**config.mk**
```make
export PLATFORM = sky130hd
export DESIGN_NAME = isolde_instr_window
export DESIGN_NICKNAME = d
export VERILOG_FILES = /design/src/rtl/isolde_iwin_pkg.sv /design/src/rtl/isolde_iwin_store.sv /design/src/rtl/isolde_instr_window.sv
export SDC_FILE = /design/constraint.sdc
export NUM_CORES = 1
export LEC_CHECK = 0
export CAP_MARGIN = 30
export CORE_ASPECT_RATIO = 2
export CORE_UTILIZATION = 45
export CTS_BUF_LIST = sky130_fd_sc_hd__clkbuf_2 sky130_fd_sc_hd__clkbuf_4 sky130_fd_sc_hd__clkbuf_8
export DETAILED_ROUTE_END_ITERATION = 10
export HOLD_SLACK_MARGIN = 0.03
export PLACE_DENSITY = 0.66
export SLEW_MARGIN = 20
export SYNTH_ARGS = -nofsm -noshare
export SYNTH_HDL_FRONTEND = slang
export SYNTH_SLANG_ARGS = --single-unit
```
**constraint.sdc**
```tcl
create_clock -name clk_i -period 7.2 [get_ports clk_i]
set_input_delay 1.44 -clock clk_i [delete_from_list [all_inputs] [get_ports clk_i]]
set_output_delay 1.44 -clock clk_i [all_outputs]
set_load 0.02 [all_outputs]
```
**src/rtl/isolde_iwin_pkg.sv**
```systemverilog
// Shared types for the ISOLDE instruction window and the decoder batch input.
package isolde_iwin_pkg;

    localparam int unsigned WindowWords = 5;

    typedef logic [31:0] iwin_word_t;
    typedef iwin_word_t [WindowWords-1:0] iwin_batch_t;

endpackage

```
**src/rtl/isolde_iwin_store.sv**
```systemverilog
// Instruction word storage: one write port, five-word read window that wraps.
module isolde_iwin_store
    import isolde_iwin_pkg::*;
#(
    parameter int unsigned DEPTH = 8
) (
    input  logic                     clk_i,
    input  logic                     we_i,
    input  logic [$clog2(DEPTH)-1:0] waddr_i,
    input  iwin_word_t               wdata_i,
    input  logic [$clog2(DEPTH)-1:0] rd_ptr_i,
    input  logic [2:0]               valid_i,
    output iwin_batch_t              batch_o
);

    localparam int unsigned PtrW = $clog2(DEPTH);

    iwin_word_t mem_q [DEPTH];
    iwin_word_t mem_d [DEPTH];
    logic [PtrW-1:0] idx;

    always_comb begin
        mem_d = mem_q;
        if (we_i) begin
            mem_d[waddr_i] = wdata_i;
        end
    end

    // Storage is intentionally not reset; only pointers and count are.
    always_ff @(posedge clk_i) begin
        mem_q <= mem_d;
    end

    always_comb begin
        batch_o = '0;
        idx     = '0;
        for (int i = 0; i < WindowWords; i++) begin
            idx = rd_ptr_i + PtrW'(i);
            if (3'(i) < valid_i) begin
                batch_o[i] = mem_q[idx];
            end
        end
    end

endmodule

```
**src/rtl/isolde_instr_window.sv**
```systemverilog
// Circular instruction window feeding the ISOLDE decoder, variable 1..5 pop.
// Define ISOLDE_IWIN_HWM_EN to add the occupancy high-water mark port hwm_o.
module isolde_instr_window
    import isolde_iwin_pkg::*;
#(
    parameter int unsigned DEPTH = 8,
    parameter int unsigned CNT_W = $clog2(DEPTH) + 1
) (
    input  logic             clk_i,
    input  logic             rst_ni,
    input  logic             flush_i,
    input  logic             fetch_valid_i,
    input  logic [31:0]      fetch_rdata_i,
    output logic             fetch_ready_o,
    output iwin_batch_t      batch_o,
    output logic [2:0]       batch_count_o,
    input  logic             consume_i,
    input  logic [2:0]       consume_len_i,
    output logic             error_o
`ifdef ISOLDE_IWIN_HWM_EN
    ,
    output logic [CNT_W-1:0] hwm_o
`endif
);

    localparam int unsigned PtrW = $clog2(DEPTH);

    logic [PtrW-1:0]  rd_ptr_q, rd_ptr_d;
    logic [PtrW-1:0]  wr_ptr_q, wr_ptr_d;
    logic [CNT_W-1:0] count_q, count_d;
    logic             error_q, error_d;
    logic [2:0]       batch_count;
    logic             push;
    logic             pop_ok;

    assign batch_count = (count_q >= CNT_W'(WindowWords))
                       ? 3'(WindowWords) : count_q[2:0];

    // Readiness from registered count only: no consume-to-ready path.
    assign fetch_ready_o = (count_q < CNT_W'(DEPTH));
    assign push          = fetch_valid_i & fetch_ready_o;
    assign pop_ok        = consume_i && (consume_len_i != 3'd0)
                        && (consume_len_i <= batch_count);

    always_comb begin
        rd_ptr_d = rd_ptr_q;
        wr_ptr_d = wr_ptr_q;
        count_d  = count_q;
        error_d  = 1'b0;
        if (flush_i) begin
            rd_ptr_d = '0;
            wr_ptr_d = '0;
            count_d  = '0;
        end else begin
            if (push) begin
                wr_ptr_d = wr_ptr_q + PtrW'(1);
            end
            if (pop_ok) begin
                rd_ptr_d = rd_ptr_q + PtrW'(consume_len_i);
            end
            count_d = count_q + CNT_W'(push)
                    - (pop_ok ? CNT_W'(consume_len_i) : '0);
            error_d = consume_i & ~pop_ok;
        end
    end

    always_ff @(posedge clk_i or negedge rst_ni) begin
        if (!rst_ni) begin
            rd_ptr_q <= '0;
            wr_ptr_q <= '0;
            count_q  <= '0;
            error_q  <= 1'b0;
        end else begin
            rd_ptr_q <= rd_ptr_d;
            wr_ptr_q <= wr_ptr_d;
            count_q  <= count_d;
            error_q  <= error_d;
        end
    end

`ifdef ISOLDE_IWIN_HWM_EN
    logic [CNT_W-1:0] hwm_q, hwm_d;

    always_comb begin
        hwm_d = hwm_q;
        if (flush_i) begin
            hwm_d = '0;
        end else if (count_d > hwm_q) begin
            hwm_d = count_d;
        end
    end

    always_ff @(posedge clk_i or negedge rst_ni) begin
        if (!rst_ni) begin
            hwm_q <= '0;
        end else begin
            hwm_q <= hwm_d;
        end
    end

    assign hwm_o = hwm_q;
`endif

    assign error_o       = error_q;
    assign batch_count_o = batch_count;

    isolde_iwin_store #(
        .DEPTH (DEPTH)
    ) u_store (
        .clk_i    (clk_i),
        .we_i     (push & ~flush_i),
        .waddr_i  (wr_ptr_q),
        .wdata_i  (fetch_rdata_i),
        .rd_ptr_i (rd_ptr_q),
        .valid_i  (batch_count),
        .batch_o  (batch_o)
    );

endmodule

```
==> reports/results.ini, run 1 <==
[logic_synthesis]
synth_area_leaders=edfxtp_1, mux4_2, mux2i_1, a21oi_1, nand2_1
synth-compound-area-share=0.0752
syn_inst=1242
synth_edf_count=256
yosysMostFrequentCell=edfxtp_1
synth-seq-cells=267
syn_area_um2=17600
synthFlopType=edfxtp_1
synth_top_family_by_area=multiplexers
yosys.area.top_type_share=0.437
yosys.area_share.simple=0.0645
synth_cell_types=38
ys_seq_area_frac=0.453
yosys_warnings=0
synth-xor-area-share=0.00498
muxShareOfSynthArea=0.346
async_flop_share=0.0412
syn_area_per_cell_um2=14.2
synth_area_leader_cell=edfxtp_1
synth_common_cells=edfxtp_1, mux4_2, nand2_1
syn_nets=1297
synth_fa_ha_area_frac=0.0115

[global_route]
grt_max_degree=152
grt_pass1_wl_um=80700
grt_pass1_vias=12900
antenna_found_initial=4
track_usage=0.280
grt-ovfl-total=0

[clock_network]
cts_tree=done
htreeDepth=2
cts_hold_buf=0
cts_max_path_buffers=3
clk_latency_ns=0.57
cts_buffers=39
cts_resized=0
clock_sinks=267
cts_setup_buffers=0
clk_pin_slew_ns=0.07
root_buffer=clkbuf_8

[power_and_ir_drop]
p_clk_frac=0.149
power_per_cell_area_nw_per_um2=388
pwr-share-seq=0.233
power_leakage_nw=6.38
total_power_mw=8.07
combPwrFrac=0.618
power_switching_mw=3.52
p_int_mw=4.55
ir_drop_uv=227
p_sw_frac=0.436

[finish]
nets=1463
syn_to_final_growth_pct=18.2
final_layout_size_suffix_gt1_frac=0.262

[timing]
worst_slew_pin_slew_ns=1.04
slew_viol_final=0
relSlewSlack=0.305
timing.final.crit_share=0.819
grt_setup_unrepaired=false
finClkSkew_ns=0.0270
setup_tns_ns=0
fmax_mhz=170
min_period_ns=5.90
finalHoldViolCount=0
setup_viol=0
fin_ws_ns=1.30

[worst_setup_path]
slowest_delay_ns=0.88
required_ns=5.76
worstSetupEndpointType=output port
worstSetupStartpoint=rd_ptr_q[2]$_DFFE_PN0P_
crit_type=flip-flop to output port
crit_path_top_delay_cell=dfrtp_4
r2r-start=count_q[1]$_DFF_PN0_
reg2reg_slack_ns=3.38
cpMostUsedCell=buf_4
critPathBufInv=3
path_max_fanout=31
start_kind=flip-flop
cp.arrival_ns=4.46
crit_family=buffers and inverters
crit_chain=buf_4 -> or2_2 -> buf_4 -> o22ai_1 -> a211oi_1 -> clkdlybuf4s50_1

[floorplan]
rows=102
initial_core_util=0.455
die_h_um=282
boundaryPins=205
core_area_um2=38700
fp.dieArea_um2=39900
die_w_um=142

[drt]
vias=12600
viasPerCell=6.46
drt-total-wl_um=54800
postRouteAntennaNets=0
drt_first_pass_iters=7
first_iter_violations=848
wl_per_cell_um=28.0
drc=0

[placed_design]
place_hpwl_um=34900
place_ws_ns=1.83
gp_congestion=0.806
io_buffers=204

[run]
cap_violations=0

[min_path]
hp-start=wr_ptr_q[0]$_DFFE_PN0P_
hold_path.class=flip-flop to flip-flop

[status]
run_status=completed

through the flow:
stage	hold WS [ns]	cells	util	instance area (um^2)
after floorplan	0.551	1242	-	17600
after global placement	0.582	1883	0.516	20000
after detailed placement	0.595	1885	0.517	20000
after CTS	0.612	1950	0.536	20700
after global routing	0.644	1955	0.537	20800
final	0.614	1955	0.537	20800
area by class of cell:
| type | count | area (um^2) |
|---|---|---|
| fillers | 3267 | 17900 |
| multi-input cells | 850 | 9010 |
| flip-flops and latches | 267 | 7970 |
| repair buffers | 239 | 2370 |
| well taps | 520 | 651 |
| clock buffers | 52 | 641 |
| clock inverters | 13 | 87.6 |
| inverters | 11 | 41.3 |
| diodes | 3 | 7.51 |
placed cells by master (no fill, tap or decap), drive strengths merged, types with 2 or more instances in the layout:
cell	instances
buf	35
mux4	193
inv	12
and2	29
a21oi	115
diode	3
xnor2	5
o22a	8
a2111oi	19
dfrtp	11
nor2	80
nand2	140
mux2	44
clkinv	10
o22ai	8
clkdlybuf4s50	204
xor2	5
clkbuf	52
a211oi	41
nor2b	6
fa	2
edfxtp	256
ha	13
nor3	3
nand2b	6
or2	2
mux2i	124
or3	3
cell families (layout without fill, tap and decap cells):
| group | Yosys count | count (layout) |
|---|---|---|
| mux | 361 | 361 |
| simple gates | 269 | 269 |
| flops | 267 | 267 |
| compound gates | 195 | 195 |
| buf+inv | 125 | 315 |
| fa+ha+maj | 15 | 15 |
| xor+xnor | 10 | 10 |
| other cells | 0 | 3 |
tightest hold or removal path: stages, from the launching register on:
cell and delay [ns]:
dfrtp_1 0.41, xnor2_1 0.09, nor2_1 0.08
per-layer routing:
layer  global-route usage  up-vias  share of wire
met5                    0        -              0
met2                0.512      579           0.54
met3               0.0363      145          0.057
met1                0.312     6594           0.35
li1                     -     5309              -
met4                0.154        0          0.052
sequential cells by signal, indices dropped and copies added (netlist names):
signal	flops
wr_ptr_q	3
error_o	1
rd_ptr_q	3
count_q	4
u_store.mem_q	256
power groups by stage:
stage / sequential [mW] / combinational (mW) / clock, mW
detailed placement: 1.94 / 4.95 / 0
global placement: 1.93 / 4.92 / 0
global route: 1.89 / 5.27 / 1.28
CTS: 1.91 / 4.98 / 1.23
floorplan: 1.83 / 3.13 / 0
finish: 1.88 / 4.99 / 1.21
path summary, 6_finish.rpt:
path	to	depth (start not counted)
max	batch_o[72]	6
min	wr_ptr_q[0]$_DFFE_PN0P_	2
max reg2reg	count_q[3]$_DFF_PN0_	13
min reg2reg	wr_ptr_q[0]$_DFFE_PN0P_	2
max in group asynchronous	rd_ptr_q[0]$_DFFE_PN0P_	1
min in group asynchronous	count_q[3]$_DFF_PN0_	1
(Power assumes the default switching activity.)
==> run 2, diff against run 1 <==
--- a/config.mk
+++ b/config.mk
@@ -11,7 +11,7 @@
 export CTS_BUF_LIST = sky130_fd_sc_hd__clkbuf_2 sky130_fd_sc_hd__clkbuf_4 sky130_fd_sc_hd__clkbuf_8
 export DETAILED_ROUTE_END_ITERATION = 10
 export HOLD_SLACK_MARGIN = 0.03
-export PLACE_DENSITY = 0.66
+export PLACE_DENSITY = 0.69
 export SLEW_MARGIN = 20
 export SYNTH_ARGS = -nofsm -noshare
 export SYNTH_HDL_FRONTEND = slang
==> constraint.sdc (replaced) <==
create_clock -name clk_i -period 4.9 [get_ports clk_i]
set_input_delay 0.98 -clock clk_i [delete_from_list [all_inputs] [get_ports clk_i]]
set_output_delay 0.98 -clock clk_i [all_outputs]
set_load 0.02 [all_outputs]
==> run 2 against run 1 <==
Final cell count is 0.82% higher. Largest power group unchanged. Non-clock buffer count is 12 higher. Critical path type unchanged. Core utilization is 0.37 points higher. Clock power is 40% higher. Combinational power is 49% higher. Clock-buffer cell count stayed put. Final area is 0.68% higher. Die area stayed put. Register-to-register slack worse by 2.1 ns. Critical path depth stayed put.
==> reports/results.ini, run 2 (synthesis results as in run 1) <==
[finish]
top_register=u_store.mem_q
final_cell_mix=edfxtp_1, clkdlybuf4s50_1, mux4_2, nand2_1, mux2i_1
nets=1474
fill_cells=3189
largestRegisters=u_store.mem_q (256), count_q (4)
largest_register_ffs=256
syn_to_final_growth_pct=19.0
final_common_cell=edfxtp_1
final_layout_size_suffix_gt1_frac=0.267

[global_route]
grt_pass1_vias=13300
grt_pass1_wl_um=81100
grt_max_degree=113
grt-ovfl-total=0
antenna_found_initial=5
track_usage=0.279

[worst_setup_path]
worstSetupStartpoint=rd_ptr_q[1]$_DFFE_PN0P_
required_ns=3.92
critPathBufInv=3
crit_type=flip-flop to output port
cpMostUsedCell=buf_4
crit_path_top_delay_cell=clkdlybuf4s50_1
reg2regPathDepth=12
path_max_fanout=26
worstSetupEndpointType=output port
cp.arrival_ns=3.52
path_depth=6
crit_family=buffers and inverters
r2r-start=count_q[3]$_DFF_PN0_
crit_chain=buf_4 -> or2_2 -> buf_4 -> o22ai_1 -> a211oi_1 -> clkdlybuf4s50_1
slowest_delay_ns=0.72
start_kind=flip-flop

[timing]
fmax_mhz=222
worst_slew_pin_slew_ns=0.878
setup_tns_ns=0
slew_viol_final=0
setup_viol=0
finClkSkew_ns=0.0269
relSlewSlack=0.414
grt_setup_unrepaired=false
min_period_ns=4.50
timing.final.crit_share=0.919
timing.hold.ws_ns=0.600
finalHoldViolCount=0

[drt]
first_iter_violations=1013
drt-total-wl_um=54300
viasPerCell=6.48
wl_per_cell_um=27.6
drt_first_pass_iters=5
postRouteAntennaNets=0
drc=0
vias=12800

[clock_network]
cts_max_path_buffers=3
clk_pin_slew_ns=0.07
cts_setup_buffers=0
cts_resized=0
clock_sinks=267
cts_hold_buf=0
htreeDepth=2
cts_buffers=38
root_buffer=clkbuf_8
clk_latency_ns=0.57
cts_tree=done

[placed_design]
place_hpwl_um=36100
gp_congestion=0.852
io_buffers=204

[power_and_ir_drop]
combPwrFrac=0.629
power_per_cell_area_nw_per_um2=567
power_switching_mw=5.17
p_int_mw=6.69
pwr-share-seq=0.228
power_leakage_nw=6.45
p_clk_frac=0.143
p_sw_frac=0.436
ir_drop_uv=371

[floorplan]
die_w_um=142
fp.dieArea_um2=39900
rows=102
core_area_um2=38700
boundaryPins=205
die_h_um=282
initial_core_util=0.455

[min_path]
holdPathStages=2
hp-start=wr_ptr_q[0]$_DFFE_PN0P_
hold_path.class=flip-flop to flip-flop

[run]
cap_violations=0

[status]
run_status=completed

==> run 2: changes by cell type in the layout (fill, tap and decap cells not counted), sizes merged <==
cell / previous run / this run
buf: 35 / 47
clkinv: 10 / 15
bufinv: 1 / 0
diode: 3 / 4
inv: 12 / 11
==> run 2: tightest hold or removal path: cells and delay by family, from the launching register on <==
| kind | cells | cell delay, ns |
|---|---|---|
| DFF | 1 | 0.40 |
| xor gates and xnor gates | 1 | 0.09 |
| and+or+nand+nor | 1 | 0.07 |
==> run 2: final timing paths <==
kind | to | slack [ns]
setup / recovery | batch_o[64] | 0.40
hold / removal | wr_ptr_q[0]$_DFFE_PN0P_ | 0.60
setup reg to reg | count_q[2]$_DFF_PN0_ | 1.25
hold reg to reg | wr_ptr_q[0]$_DFFE_PN0P_ | 0.60
max in group asynchronous | rd_ptr_q[0]$_DFFE_PN0P_ | 3.62
min in group asynchronous | error_o$_DFF_PN0_ | 0.81
==> run 2: cell type report <==
| class | count | area, um^2 | area share |
|---|---|---|---|
| Sequential cell | 267 | 7970 | 0.381 |
| Multi-Input combinational cell | 850 | 9010 | 0.430 |
| Timing Repair Buffer | 251 | 2530 | 0.121 |
| Clock inverter | 16 | 68.8 | 0.00329 |
| Inverter | 11 | 41.3 | 0.00197 |
| Antenna cell | 4 | 10.0 | 0.000478 |
| Clock buffer | 52 | 641 | 0.0306 |
| Tap cell | 520 | 651 | 0.0311 |
==> run 2: metrics by stage <==
stage          cells   util  area [um^2]  total power, mW  setup slack (ns)
2_1_floorplan   1242      -        17600             7.29             0.526
5_1_grt         1971  0.541        20900             12.4             0.277
4_1_cts         1966  0.540        20900             11.9             0.373
6_report        1971  0.541        20900             11.9             0.396
3_5_place_dp    1898  0.522        20200             10.2             0.994
3_3_place_gp    1897  0.521        20200             10.1             0.811
==> run 2: metal layers <==
layer  global-route usage  vias up  wire [um]  share of wire
met5                    0        -         11        0.00020
met4                0.210        2       4160          0.077
met3               0.0430      195       3400          0.063
met2                0.489      684      28600           0.53
met1                0.303     6542      18200           0.33
li1                     -     5346          -              -
==> run 2: power groups by stage <==
stage	registers (mW)	clock network [mW]	logic, mW
2_1_floorplan	2.70	0	4.60
3_3_place_gp	2.74	0	7.41
3_5_place_dp	2.75	0	7.46
4_1_cts	2.70	1.72	7.49
5_1_grt	2.71	1.80	7.90
6_report	2.70	1.70	7.46
